--- src/rtl/control_mem_vectorial_pkg.sv ---
// Shared constants and state encoding for the vector memory access controller.
package control_mem_vectorial_pkg;

  localparam int LANES  = 4;
  localparam int LANE_W = 8;
  localparam int ADDR_W = 8;
  localparam int DATA_W = LANES * LANE_W;

  typedef enum logic [1:0] {
    IDLE  = 2'd0,
    ISSUE = 2'd1,
    DRAIN = 2'd2,
    DONE  = 2'd3
  } state_t;

endpackage

--- src/rtl/control_mem_vectorial_if.sv ---
// Pipeline request/response and byte-wide data memory signals of the controller.
// The controller uses the slave view; the pipeline/memory side uses the master view.
interface control_mem_vectorial_if
  import control_mem_vectorial_pkg::*;
#(
  parameter int ADDR_W = 8
);

  logic              req_valid;
  logic              req_vec;
  logic              req_wr;
  logic [ADDR_W-1:0] req_addr;
  logic [DATA_W-1:0] req_data;
  logic              stall;

  logic [ADDR_W-1:0] mem_addr;
  logic [LANE_W-1:0] mem_wdata;
  logic              mem_we;
  logic [LANE_W-1:0] mem_rdata;

  logic [DATA_W-1:0] rd_data;
  logic              rd_valid;

  modport slave (
    input  req_valid, req_vec, req_wr, req_addr, req_data, mem_rdata,
    output stall, mem_addr, mem_wdata, mem_we, rd_data, rd_valid
  );

  modport master (
    output req_valid, req_vec, req_wr, req_addr, req_data, mem_rdata,
    input  stall, mem_addr, mem_wdata, mem_we, rd_data, rd_valid
  );

endinterface

--- src/rtl/control_mem_vectorial.sv ---
// Serialises scalar or 4-lane vector loads/stores onto a byte-wide data memory,
// stalling the pipeline until the access completes. Only LANES = 4 is supported.
module control_mem_vectorial #(
  parameter int LANES  = 4,
  parameter int ADDR_W = 8
) (
  input  logic                    clk,
  input  logic                    reset,
  control_mem_vectorial_if.slave  bus
);
  import control_mem_vectorial_pkg::*;

  localparam int LW = $clog2(LANES);
  localparam logic [LW-1:0] LAST_LANE = LW'(LANES - 1);
  localparam int BUF_W = (LANES - 1) * LANE_W;

  state_t            state_q;
  logic              vec_q;
  logic              wr_q;
  logic [ADDR_W-1:0] base_q;
  logic [DATA_W-1:0] data_q;
  logic [LW-1:0]     lane_q;
  logic [BUF_W-1:0]  load_buf_q;
  logic [DATA_W-1:0] rd_data_q;
  logic              rd_valid_q;
  logic              last_lane;

  // Lane 0 is the only lane of a scalar access; vectors end on lane LANES-1.
  assign last_lane = (lane_q == (vec_q ? LAST_LANE : '0));

  // Request sequencing: latch, issue one lane per cycle, drain the last read, complete.
  always_ff @(posedge clk) begin
    if (reset) begin
      state_q    <= IDLE;
      vec_q      <= 1'b0;
      wr_q       <= 1'b0;
      base_q     <= '0;
      data_q     <= '0;
      lane_q     <= '0;
      load_buf_q <= '0;
      rd_data_q  <= '0;
      rd_valid_q <= 1'b0;
    end else begin
      rd_valid_q <= 1'b0;
      case (state_q)
        IDLE: begin
          if (bus.req_valid) begin
            vec_q   <= bus.req_vec;
            wr_q    <= bus.req_wr;
            base_q  <= bus.req_addr;
            data_q  <= bus.req_data;
            lane_q  <= '0;
            state_q <= ISSUE;
          end
        end
        ISSUE: begin
          // Read data trails its address by one cycle, so this cycle returns lane-1.
          if (!wr_q && lane_q != '0) begin
            load_buf_q[LANE_W*(int'(lane_q)-1) +: LANE_W] <= bus.mem_rdata;
          end
          if (last_lane) begin
            state_q <= wr_q ? DONE : DRAIN;
          end else begin
            lane_q <= lane_q + 1'b1;
          end
        end
        DRAIN: begin
          rd_data_q  <= vec_q ? {bus.mem_rdata, load_buf_q}
                              : {{(DATA_W-LANE_W){1'b0}}, bus.mem_rdata};
          rd_valid_q <= 1'b1;
          state_q    <= DONE;
        end
        DONE: begin
          state_q <= IDLE;
        end
        default: begin
          state_q <= IDLE;
        end
      endcase
    end
  end

  // lane_q parks on the last issued lane, so address/data hold outside ISSUE.
  assign bus.stall     = (state_q == IDLE && bus.req_valid) ||
                         (state_q == ISSUE) || (state_q == DRAIN);
  assign bus.mem_we    = (state_q == ISSUE) && wr_q;
  assign bus.mem_addr  = base_q + ADDR_W'(lane_q);
  assign bus.mem_wdata = data_q[LANE_W*lane_q +: LANE_W];
  assign bus.rd_data   = rd_data_q;
  assign bus.rd_valid  = rd_valid_q;

endmodule

--- src/flat_wrapper.sv ---
// flat-port wrapper written by rule: the top's interface ports become plain ports
module control_mem_vectorial_flat import control_mem_vectorial_pkg::*;
#(
  parameter int LANES  = 4,
  parameter int ADDR_W = 8
)
  (clk, reset, bus_req_valid, bus_req_vec, bus_req_wr, bus_req_addr, bus_req_data, bus_mem_rdata, bus_stall, bus_mem_addr, bus_mem_wdata, bus_mem_we, bus_rd_data, bus_rd_valid);
  control_mem_vectorial_if #(.ADDR_W(ADDR_W)) bus_i ();
  input  logic clk;
  input  logic reset;
  input wire logic [$bits(bus_i.req_valid)-1:0] bus_req_valid;
  input wire logic [$bits(bus_i.req_vec)-1:0] bus_req_vec;
  input wire logic [$bits(bus_i.req_wr)-1:0] bus_req_wr;
  input wire logic [$bits(bus_i.req_addr)-1:0] bus_req_addr;
  input wire logic [$bits(bus_i.req_data)-1:0] bus_req_data;
  input wire logic [$bits(bus_i.mem_rdata)-1:0] bus_mem_rdata;
  output wire logic [$bits(bus_i.stall)-1:0] bus_stall;
  output wire logic [$bits(bus_i.mem_addr)-1:0] bus_mem_addr;
  output wire logic [$bits(bus_i.mem_wdata)-1:0] bus_mem_wdata;
  output wire logic [$bits(bus_i.mem_we)-1:0] bus_mem_we;
  output wire logic [$bits(bus_i.rd_data)-1:0] bus_rd_data;
  output wire logic [$bits(bus_i.rd_valid)-1:0] bus_rd_valid;
  assign bus_i.req_valid = bus_req_valid;
  assign bus_i.req_vec = bus_req_vec;
  assign bus_i.req_wr = bus_req_wr;
  assign bus_i.req_addr = bus_req_addr;
  assign bus_i.req_data = bus_req_data;
  assign bus_i.mem_rdata = bus_mem_rdata;
  assign bus_stall = bus_i.stall;
  assign bus_mem_addr = bus_i.mem_addr;
  assign bus_mem_wdata = bus_i.mem_wdata;
  assign bus_mem_we = bus_i.mem_we;
  assign bus_rd_data = bus_i.rd_data;
  assign bus_rd_valid = bus_i.rd_valid;
  control_mem_vectorial #(.LANES(LANES), .ADDR_W(ADDR_W)) u_core (.clk(clk), .reset(reset), .bus(bus_i));
endmodule
--- config.mk ---
export PLATFORM = sky130hd
export DESIGN_NAME = control_mem_vectorial_flat
export DESIGN_NICKNAME = d
export VERILOG_FILES = /design/src/rtl/control_mem_vectorial_pkg.sv /design/src/rtl/control_mem_vectorial_if.sv /design/src/rtl/control_mem_vectorial.sv /design/src/flat_wrapper.sv
export SDC_FILE = /design/constraint.sdc
export NUM_CORES = 1
export LEC_CHECK = 0
export ABC_AREA = 1
export BUFFER_PORTS_ARGS = -buffer_cell sky130_fd_sc_hd__buf_2
export CORE_UTILIZATION = 53
export CTS_CLUSTER_SIZE = 28
export DETAILED_ROUTE_END_ITERATION = 7
export GPL_TIMING_DRIVEN = 0
export PLACE_DENSITY = 0.79
export SLEW_MARGIN = 20
export SYNTH_ARGS = -nofsm -noshare
export SYNTH_HDL_FRONTEND = slang
export SYNTH_SLANG_ARGS = --single-unit
--- constraint.sdc ---
create_clock -name clk -period 2.4 [get_ports clk]
set_input_delay 0.48 -clock clk [delete_from_list [all_inputs] [get_ports clk]]
set_output_delay 0.48 -clock clk [all_outputs]
set_load 0.03 [all_outputs]
==> flow_summary.ini, run 1 <==
[timing]
finClkSkew_ns = 0.0156
slew_violations = 0
period_needed_ns = 2.44
fin_crit_sh_pct = 102
fmax_ghz = 0.410
tightestPinTransition_ns = 0.554
setup_viol = 2
rsz0062_at_grt = true
hold_violations = 0
relSlewSlack_pct = 62.9
setup_slack_ns = -0.0381

[finish]
fill_cells = 694
antenna_cells = 0
fin_nets = 767
area_delta_synth_final_pct = 22.6
drive_gt1_share_pct = 21.7
instances_no_fill = 808

[synth]
synth_common_cells = dfxtp_1, nor2_1, nand2_1
yosys.cell_count.top_type = dfxtp_1
yosys.area.top_type = dfxtp_1
ys_seq_area_share_pct = 47.4
yosys_register_bits = 103
synth_top_area_share_pct = 47.4
syn_inst = 584
async_reset_ff_share_pct = 0
syn_area_sq_um = 4350
synth_cell_types = 26
synth.area.top_cells = dfxtp_1, nor2_1, a21oi_1, o21ai_0, nand2_1
yosys_warnings = 0
ys.flop_type = dfxtp_1
syn-num-nets = 650
avgSynthCellArea_sq_um = 7.45
synth-edff-count = 0

[floorplanning]
core_sq_um = 7850
start_util_pct = 55.5
fp.dieArea_sq_um = 8580
die_w_microns = 92.6
row_count = 32
top_level_ports = 104
dieHeight_microns = 92.6

[drt]
drtAntennaViolNets = 0
first_pass_iters = 4
detail_route.wirelength_microns = 11200
routedWlPerCell_microns = 13.8
drc = 0
vias = 4275
drt_iter0_markers = 204
via_per_inst = 5.29

[critical_path]
path_cells = ha_4 -> inv_2 -> fa_2 -> nor2_2 -> nand2_2 -> nor3_4 -> xor2_2 -> buf_6
reg2reg_depth = 9
end_kind = output pin
crit_type = flip-flop to output pin
critPathSlowestCell = dfxtp_4
critical_path_required_ns = 1.92
crit_arrival_ns = 1.96
r2r_end = u_core.load_buf_q[0]
cp_max_fo = 2
startpoint_type = flip-flop
rrSetupSlack_ns = 0.31
rr_startpoint = u_core.lane_q[0]
max_stage_delay_ns = 0.39

[outcome]
status = finished, violations left
violations = setup timing

[clocking]
cts.root.buffer_cell = clkbuf_8
cts_hold_buf = 0
cts_tree = built
numCtsBuffers = 9
clock_latency_ns = 0.38
cts_sinks = 103
clockBufferDepth = 2
clkSlewWorstSetupHoldPaths_ns = 0.11
cts_max_level = 3

[pwr]
p_total_w = 0.00567
p_per_area_nw_per_um2 = 1060
leakage_nw = 2.30
ir_drop_v = 0.000721

[global_routing]
use_met1_pct = 32.1
grt_use_met2_pct = 47.5
grt_pass1_vias = 4033
grt_max_degree = 22
groute.usage.overall_pct = 26.9
grt_antenna_before_repair = 0
overflow = 0
grt-busiest-layer = met2
grt_pass1_wl_microns = 18200
grt_util_met3_pct = 4.84

[place]
dp.cells = 788
dp_hpwl_microns = 8060
place.gp.congestion = 0.881
portBuffers = 102

[hold_path]
min_to = u_core.data_q[19]
hold_start = bus_req_data[19]
holdPathStages = 3
hp-class = input port to flip-flop

[job]
cap_viol_max_count = 0
-- critical path: cells and delay by family (launching register included) --
| family | cells | cell delay [ns] |
|---|---|---|
| DFF | 1 | 0.39 |
| buffers and inverters | 2 | 0.19 |
| xor gates and xnor gates | 1 | 0.17 |
| adders and majority gates | 2 | 0.47 |
| and+or+nand+nor | 3 | 0.37 |
-- worst max path at each step --
stage / from / to
3_3_place_gp: u_core.lane_q[1] / bus_mem_addr[6]
5_1_grt: u_core.lane_q[1] / bus_mem_addr[5]
2_1_floorplan: u_core.lane_q[1] / bus_mem_addr[6]
4_1_cts: u_core.lane_q[0] / bus_mem_addr[6]
3_5_place_dp: u_core.lane_q[1] / bus_mem_addr[6]
6_report: u_core.lane_q[0] / bus_mem_addr[6]
-- cell usage in the layout (no fill, tap or decap), types with 2 or more instances in the layout --
master and n:
nor2_1 101, dfxtp_1 100, buf_2 98, nand2_1 82
a21oi_1 76, o21ai_0 75, nand3_1 40, clkbuf_1 26
inv_1 25, buf_4 12, ha_1 11, clkbuf_8 9
o22ai_1 8, buf_6 5, xor2_1 4, nand2_2 4
clkinv_8 4, inv_6 3, nor2_2 2, xor2_2 2
clkinv_1 2, nor2_4 2, dfxtp_4 2
-- per-stage QoR --
step | hold WS (ns) | setup slack [ns] | setup TNS (ns) | util (%) | cell area [sq um]
final | 0.348 | -0.0381 | -0.0692 | 68.0 | 5340
after global routing | 0.358 | -0.134 | -0.429 | 68.0 | 5340
after CTS | 0.346 | -0.149 | -0.152 | 67.4 | 5290
after detailed placement | 0.455 | -0.132 | -0.132 | 63.7 | 5000
after global placement | 0.450 | -0.0788 | -0.0788 | 63.7 | 5000
after floorplan | 0.444 | 0.0928 | 0 | - | 4360
-- sequential cells by signal (all words and copies together), names as in the netlist --
| register | count |
|---|---|
| u_core.bus.rd_data | 32 |
| u_core.load_buf_q | 24 |
| u_core.data_q | 32 |
| u_core.wr_q | 1 |
| u_core.bus.rd_valid | 1 |
| u_core.base_q | 8 |
| u_core.lane_q | 2 |
| u_core.state_q | 2 |
| u_core.vec_q | 1 |
-- cell type report --
type | count | area, sq um | share of cell area (%)
clock inverter | 7 | 86.3 | 1.62
clock buffer | 9 | 124 | 2.32
tap | 102 | 128 | 2.39
multi-input combinational | 415 | 2060 | 38.6
buffer | 32 | 149 | 2.79
inverter | 30 | 128 | 2.39
sequential | 103 | 2070 | 38.8
timing repair buffer | 110 | 591 | 11.1
-- routing by layer --
metal  vias up  routed length, microns
met2       159                    5530
met5         -                       0
met4         0                     283
met3        28                     585
met1      1932                    4770
li1       2156                       -
-- repair_timing --
| action | CTS | global route |
|---|---|---|
| pin swaps | 5 | 4 |
| resized for setup | 20 | 10 |
| setup buffers | 4 | 4 |
| endpoints found under the setup margin | 6 | 13 |
-- logic make-up after synthesis --
group,after synthesis,synth area share [%]
AND/OR/NAND/NOR,236,22.4
adder cells (fa/ha/maj),13,3.91
XOR/XNOR,7,1.58
buffers and inverters,66,6.24
flip-flops,103,47.4
AO/OA/AOI/OAI,159,18.5
-- report_power, final --
part           switching (W)  leakage [nW]  internal, W
combinational        0.00163          1.36     0.000722
clock               0.000701         0.105     0.000422
sequential          0.000177         0.842      0.00201
total                0.00251          2.30      0.00316
Note: power is estimated with default switching activity, not from simulation.
==> run 2, diff against run 1 <==
--- a/config.mk
+++ b/config.mk
@@ -12,7 +12,7 @@
 export DETAILED_ROUTE_END_ITERATION = 7
 export GPL_TIMING_DRIVEN = 0
 export PLACE_DENSITY = 0.79
-export SLEW_MARGIN = 20
+export SLEW_MARGIN = 30
 export SYNTH_ARGS = -nofsm -noshare
 export SYNTH_HDL_FRONTEND = slang
 export SYNTH_SLANG_ARGS = --single-unit
==> constraint.sdc (replaced) <==
create_clock -name clk -period 2.4 [get_ports clk]
set_input_delay 0.24 -clock clk [delete_from_list [all_inputs] [get_ports clk]]
set_output_delay 0.24 -clock clk [all_outputs]
set_load 0.03 [all_outputs]
==> flow_summary.ini, run 2 (same netlist as run 1, synthesis figures left out) <==
[drt]
detail_route.wirelength_microns = 11100
drtAntennaViolNets = 0
via_per_inst = 5.30
wl_met3_microns = 821
drc = 0
dr.max_layer_used = met4
met1_length_microns = 4610
vias = 4253
routedWlPerCell_microns = 13.8
wl_met2_microns = 5350
drt_iter0_markers = 198
first_pass_iters = 5

[clocking]
cts_max_level = 3
cts_sinks = 103
clock_latency_ns = 0.38
clockBufferDepth = 2
cts.root.buffer_cell = clkbuf_8
cts_tree = built
numCtsBuffers = 9
clkSlewWorstSetupHoldPaths_ns = 0.10

[global_routing]
grt_antenna_before_repair = 0
grt_pass1_vias = 3924
grt_max_degree = 19
overflow = 0
groute.usage.overall_pct = 26.7
grt_pass1_wl_microns = 17900

[timing]
finClkSkew_ns = 0.0140
rsz0062_at_grt = false
slew_violations = 0
fmax_ghz = 0.449
fin_crit_sh_pct = 92.9
hold_violations = 0
setup_tns_ns = 0
relSlewSlack_pct = 61.8
period_needed_ns = 2.23
tightestPinTransition_ns = 0.571
whs_ns = 0.120
setup_slack_ns = 0.171
setup_viol = 0

[critical_path]
critical_path_required_ns = 2.16
end_kind = output pin
crit_type = flip-flop to output pin
startpoint_type = flip-flop
cp_max_fo = 10
crit_arrival_ns = 1.99

[floorplanning]
row_count = 32
top_level_ports = 104
fp.dieArea_sq_um = 8580
core_sq_um = 7850
start_util_pct = 55.5
dieHeight_microns = 92.6
die_w_microns = 92.6

[hold_path]
hp-class = input port to flip-flop

[finish]
utilization_pct = 66.5
final_cell_mix = buf_2, nor2_1, dfxtp_1
fill_cells = 683
instances_no_fill = 803
antenna_cells = 0
fin_nets = 762
drive_gt1_share_pct = 20.0
area_delta_synth_final_pct = 19.8
final_common_cell = buf_2

[outcome]
status = finished, final reports clean

[job]
cap_viol_max_count = 0

[pwr]
swShare_pct = 43.1
power.share.clock_pct = 20.0
p_seq_share_pct = 39.3
p_per_area_nw_per_um2 = 1070
ir_drop_v = 0.000636
leakage_nw = 2.25
internal-power_w = 0.00317
switchingPower_w = 0.00240
comb_power_share_pct = 40.7

[place]
dp_slack_ns = 0.0544
place.gp.congestion = 0.920
portBuffers = 102
dp.cells = 788
dp_hpwl_microns = 8150
==> run 2: changes by cell type in the layout (fill, tap and decap cells not counted), moves of 2 or more <==
cell      delta
buf_4       -10
buf_2        +6
nand2_1      +2
clkinv_8     -4
nand2_2      -2
inv_6        -2
buf_6        -3
clkinv_4     +5
==> run 2: worst paths after layout <==
path                           from                     end  slack (ns)  depth (start not counted)
max reg2reg        u_core.lane_q[0]    u_core.load_buf_q[4]        0.28                          8
min reg2reg  u_core.bus.rd_data[14]  u_core.bus.rd_data[14]        0.47                          2
min                bus_req_data[10]       u_core.data_q[10]        0.12                          3
max               u_core.state_q[0]               bus_stall        0.17                          6
==> run 2: layer usage <==
layer / GRT usage (%) / vias up
li1: - / 2146
met1: 32.4 / 1908
met2: 45.7 / 174
met3: 4.60 / 25
met4: 12.7 / 0
met5: 0 / -
==> run 2: area by class of cell <==
class / instances / area [sq um] / area share (%)
sequential: 103 / 2070 / 39.7
multi-input combinational: 415 / 2030 / 38.8
timing repair buffer: 102 / 513 / 9.84
buffer: 35 / 156 / 3.00
tap: 102 / 128 / 2.45
clock buffer: 9 / 124 / 2.38
inverter: 30 / 118 / 2.26
clock inverter: 7 / 81.3 / 1.56
==> run 2: worst max-delay path: stages (launching register included) <==
cell and delay [ns]:
dfxtp_1 0.40, inv_1 0.11, ha_1 0.25, nand2_1 0.26, clkbuf_2 0.29, nand3_1 0.09
buf_2 0.20
==> run 2: what timing repair did <==
action	CTS	global route
endpoints found under the hold margin	0	0
pin swaps	0	1
setup endpoints to repair	3	2
gates cloned	0	0
buffers inserted	0	0
gates resized for setup	4	9
hold buffers	0	0
==> run 2: per-stage QoR <==
step,instance area (sq um),power [W]
CTS,5200,0.00556
global route,5220,0.00592
detailed placement,4990,0.00446
floorplan,4350,0.00382
finish,5220,0.00558
global placement,4990,0.00440
==> run 2: power by group through the flow <==
stage | Combinational, W | Clock, W | Sequential (W)
global placement | 0.00219 | 0 | 0.00221
global route | 0.00251 | 0.00119 | 0.00222
CTS | 0.00225 | 0.00112 | 0.00219
detailed placement | 0.00224 | 0 | 0.00222
finish | 0.00227 | 0.00112 | 0.00219
floorplan | 0.00153 | 0 | 0.00229
==> run 3, diff against run 2 <==
--- a/config.mk
+++ b/config.mk
@@ -7,11 +7,13 @@
 export LEC_CHECK = 0
 export ABC_AREA = 1
 export BUFFER_PORTS_ARGS = -buffer_cell sky130_fd_sc_hd__buf_2
-export CORE_UTILIZATION = 53
+export CELL_PAD_IN_SITES_DETAIL_PLACEMENT = 1
+export CELL_PAD_IN_SITES_GLOBAL_PLACEMENT = 1
+export CORE_UTILIZATION = 38
 export CTS_CLUSTER_SIZE = 28
 export DETAILED_ROUTE_END_ITERATION = 7
 export GPL_TIMING_DRIVEN = 0
-export PLACE_DENSITY = 0.79
+export PLACE_DENSITY_LB_ADDON = 0.1
 export SLEW_MARGIN = 30
 export SYNTH_ARGS = -nofsm -noshare
 export SYNTH_HDL_FRONTEND = slang
==> flow_summary.ini, run 3 (same netlist as run 1, synthesis figures left out) <==
[critical_path]
cp_max_fo = 6
end_kind = output pin
crit_type = flip-flop to output pin
crit_arrival_ns = 2.00
startpoint_type = flip-flop
critical_path_required_ns = 2.16

[clocking]
cts_max_level = 3
clkSlewWorstSetupHoldPaths_ns = 0.07
clockBufferDepth = 2
cts.root.buffer_cell = clkbuf_16
cts_tree = built
clock_latency_ns = 0.35
numCtsBuffers = 9
cts_sinks = 103
cts_setup_buffers = 0

[global_routing]
grt_pass1_vias = 4395
overflow = 0
grt_max_degree = 17
groute.usage.overall_pct = 23.4
grt_antenna_before_repair = 0
grt_pass1_wl_microns = 21000

[pwr]
internal-power_w = 0.00352
leakage_nw = 2.29
ir_drop_v = 0.000574
p_seq_share_pct = 36.3
p_per_area_nw_per_um2 = 1130
swShare_pct = 41.7
switchingPower_w = 0.00252
power.share.clock_pct = 24.9
comb_power_share_pct = 38.9

[timing]
setup_tns_ns = 0
fin_crit_sh_pct = 93.2
rsz0062_at_grt = false
finClkSkew_ns = 0.00592
setup_viol = 0
period_needed_ns = 2.24
setup_slack_ns = 0.164
relSlewSlack_pct = 60.5
fmax_ghz = 0.447
hold_violations = 0
tightestPinTransition_ns = 0.592
slew_violations = 0

[job]
cap_viol_max_count = 0

[drt]
vias = 4318
detail_route.wirelength_microns = 13200
routedWlPerCell_microns = 15.7
via_per_inst = 5.14
drc = 0
drt_iter0_markers = 142
first_pass_iters = 4
drtAntennaViolNets = 0

[floorplanning]
dieHeight_microns = 109
die_w_microns = 109
fp.dieArea_sq_um = 11900
row_count = 38
start_util_pct = 39.6
top_level_ports = 104
core_sq_um = 11000

[place]
dp.cells = 826
portBuffers = 102
dp_hpwl_microns = 9910
dp_slack_ns = -0.0178
place.gp.congestion = 0.844

[finish]
fin_nets = 761
final_cell_mix = buf_2, nor2_1, dfxtp_1
instances_no_fill = 840
utilization_pct = 48.8
multi_input_area_sq_um = 2030
fill_cells = 1445
antenna_cells = 0
drive_gt1_share_pct = 19.9
register_area_sq_um = 2070
final_common_cell = buf_2
area_delta_synth_final_pct = 23.1

[hold_path]
hp-class = input port to flip-flop

[outcome]
status = finished, final reports clean
-- run 3: changes by cell type in the layout (fill, tap and decap cells not counted), sizes merged --
cell / before / now
clkinv: 7 / 8
inv: 28 / 26
clkbuf: 38 / 39
clkinvlp: 1 / 0
-- run 3: final timing paths --
kind	from	end	slack [ns]	cells after the start
setup / recovery	u_core.lane_q[0]	bus_mem_addr[6]	0.16	8
hold / removal	bus_req_data[4]	u_core.data_q[4]	0.14	3
setup reg to reg	u_core.lane_q[0]	u_core.load_buf_q[22]	0.22	9
hold reg to reg	u_core.bus.rd_data[15]	u_core.bus.rd_data[15]	0.47	2
-- run 3: power by group through the flow --
stage | sequential (W) | combinational [W] | clock (W)
floorplan | 0.00229 | 0.00153 | 0
global placement | 0.00220 | 0.00229 | 0
detailed placement | 0.00222 | 0.00235 | 0
CTS | 0.00219 | 0.00238 | 0.00154
global route | 0.00223 | 0.00259 | 0.00159
finish | 0.00219 | 0.00235 | 0.00150
-- run 3: cell type report --
cell class / instances / area share [%]
Sequential cell: 103 / 38.6
Multi-Input combinational cell: 415 / 37.9
Timing Repair Buffer: 102 / 9.58
Clock buffer: 11 / 4.53
Tap cell: 140 / 3.27
Buffer: 34 / 2.83
Inverter: 30 / 2.22
Clock inverter: 5 / 1.07
-- run 3: repair_timing --
action,CTS,global route
setup endpoints to repair,3,32
gates resized for setup,7,4
hold buffers,0,0
endpoints found under the hold margin,0,0
-- run 3: critical path, stage by stage (launching register included) --
cell	delay, ns
dfxtp_4	0.38
ha_1	0.17
inv_1	0.06
fa_2	0.35
nor2_1	0.12
nand2_1	0.09
nor3_2	0.14
xor2_1	0.17
buf_4	0.18
-- run 3: routing by layer --
layer  GRT usage [%]  part of all wire [%]  vias up
met5               0                     0        -
met4            14.8                   3.9        0
li1                -                     -     2142
met2            43.3                    52      102
met1            25.2                    42     2042
met3            2.69                   3.0       32
-- run 3: stage by stage --
step	hold WS, ns	total power (W)	instance area (sq um)
floorplan	0.387	0.00382	4350
global placement	0.451	0.00449	5040
detailed placement	0.455	0.00458	5040
CTS	0.139	0.00610	5350
global route	0.161	0.00641	5360
finish	0.142	0.00604	5360
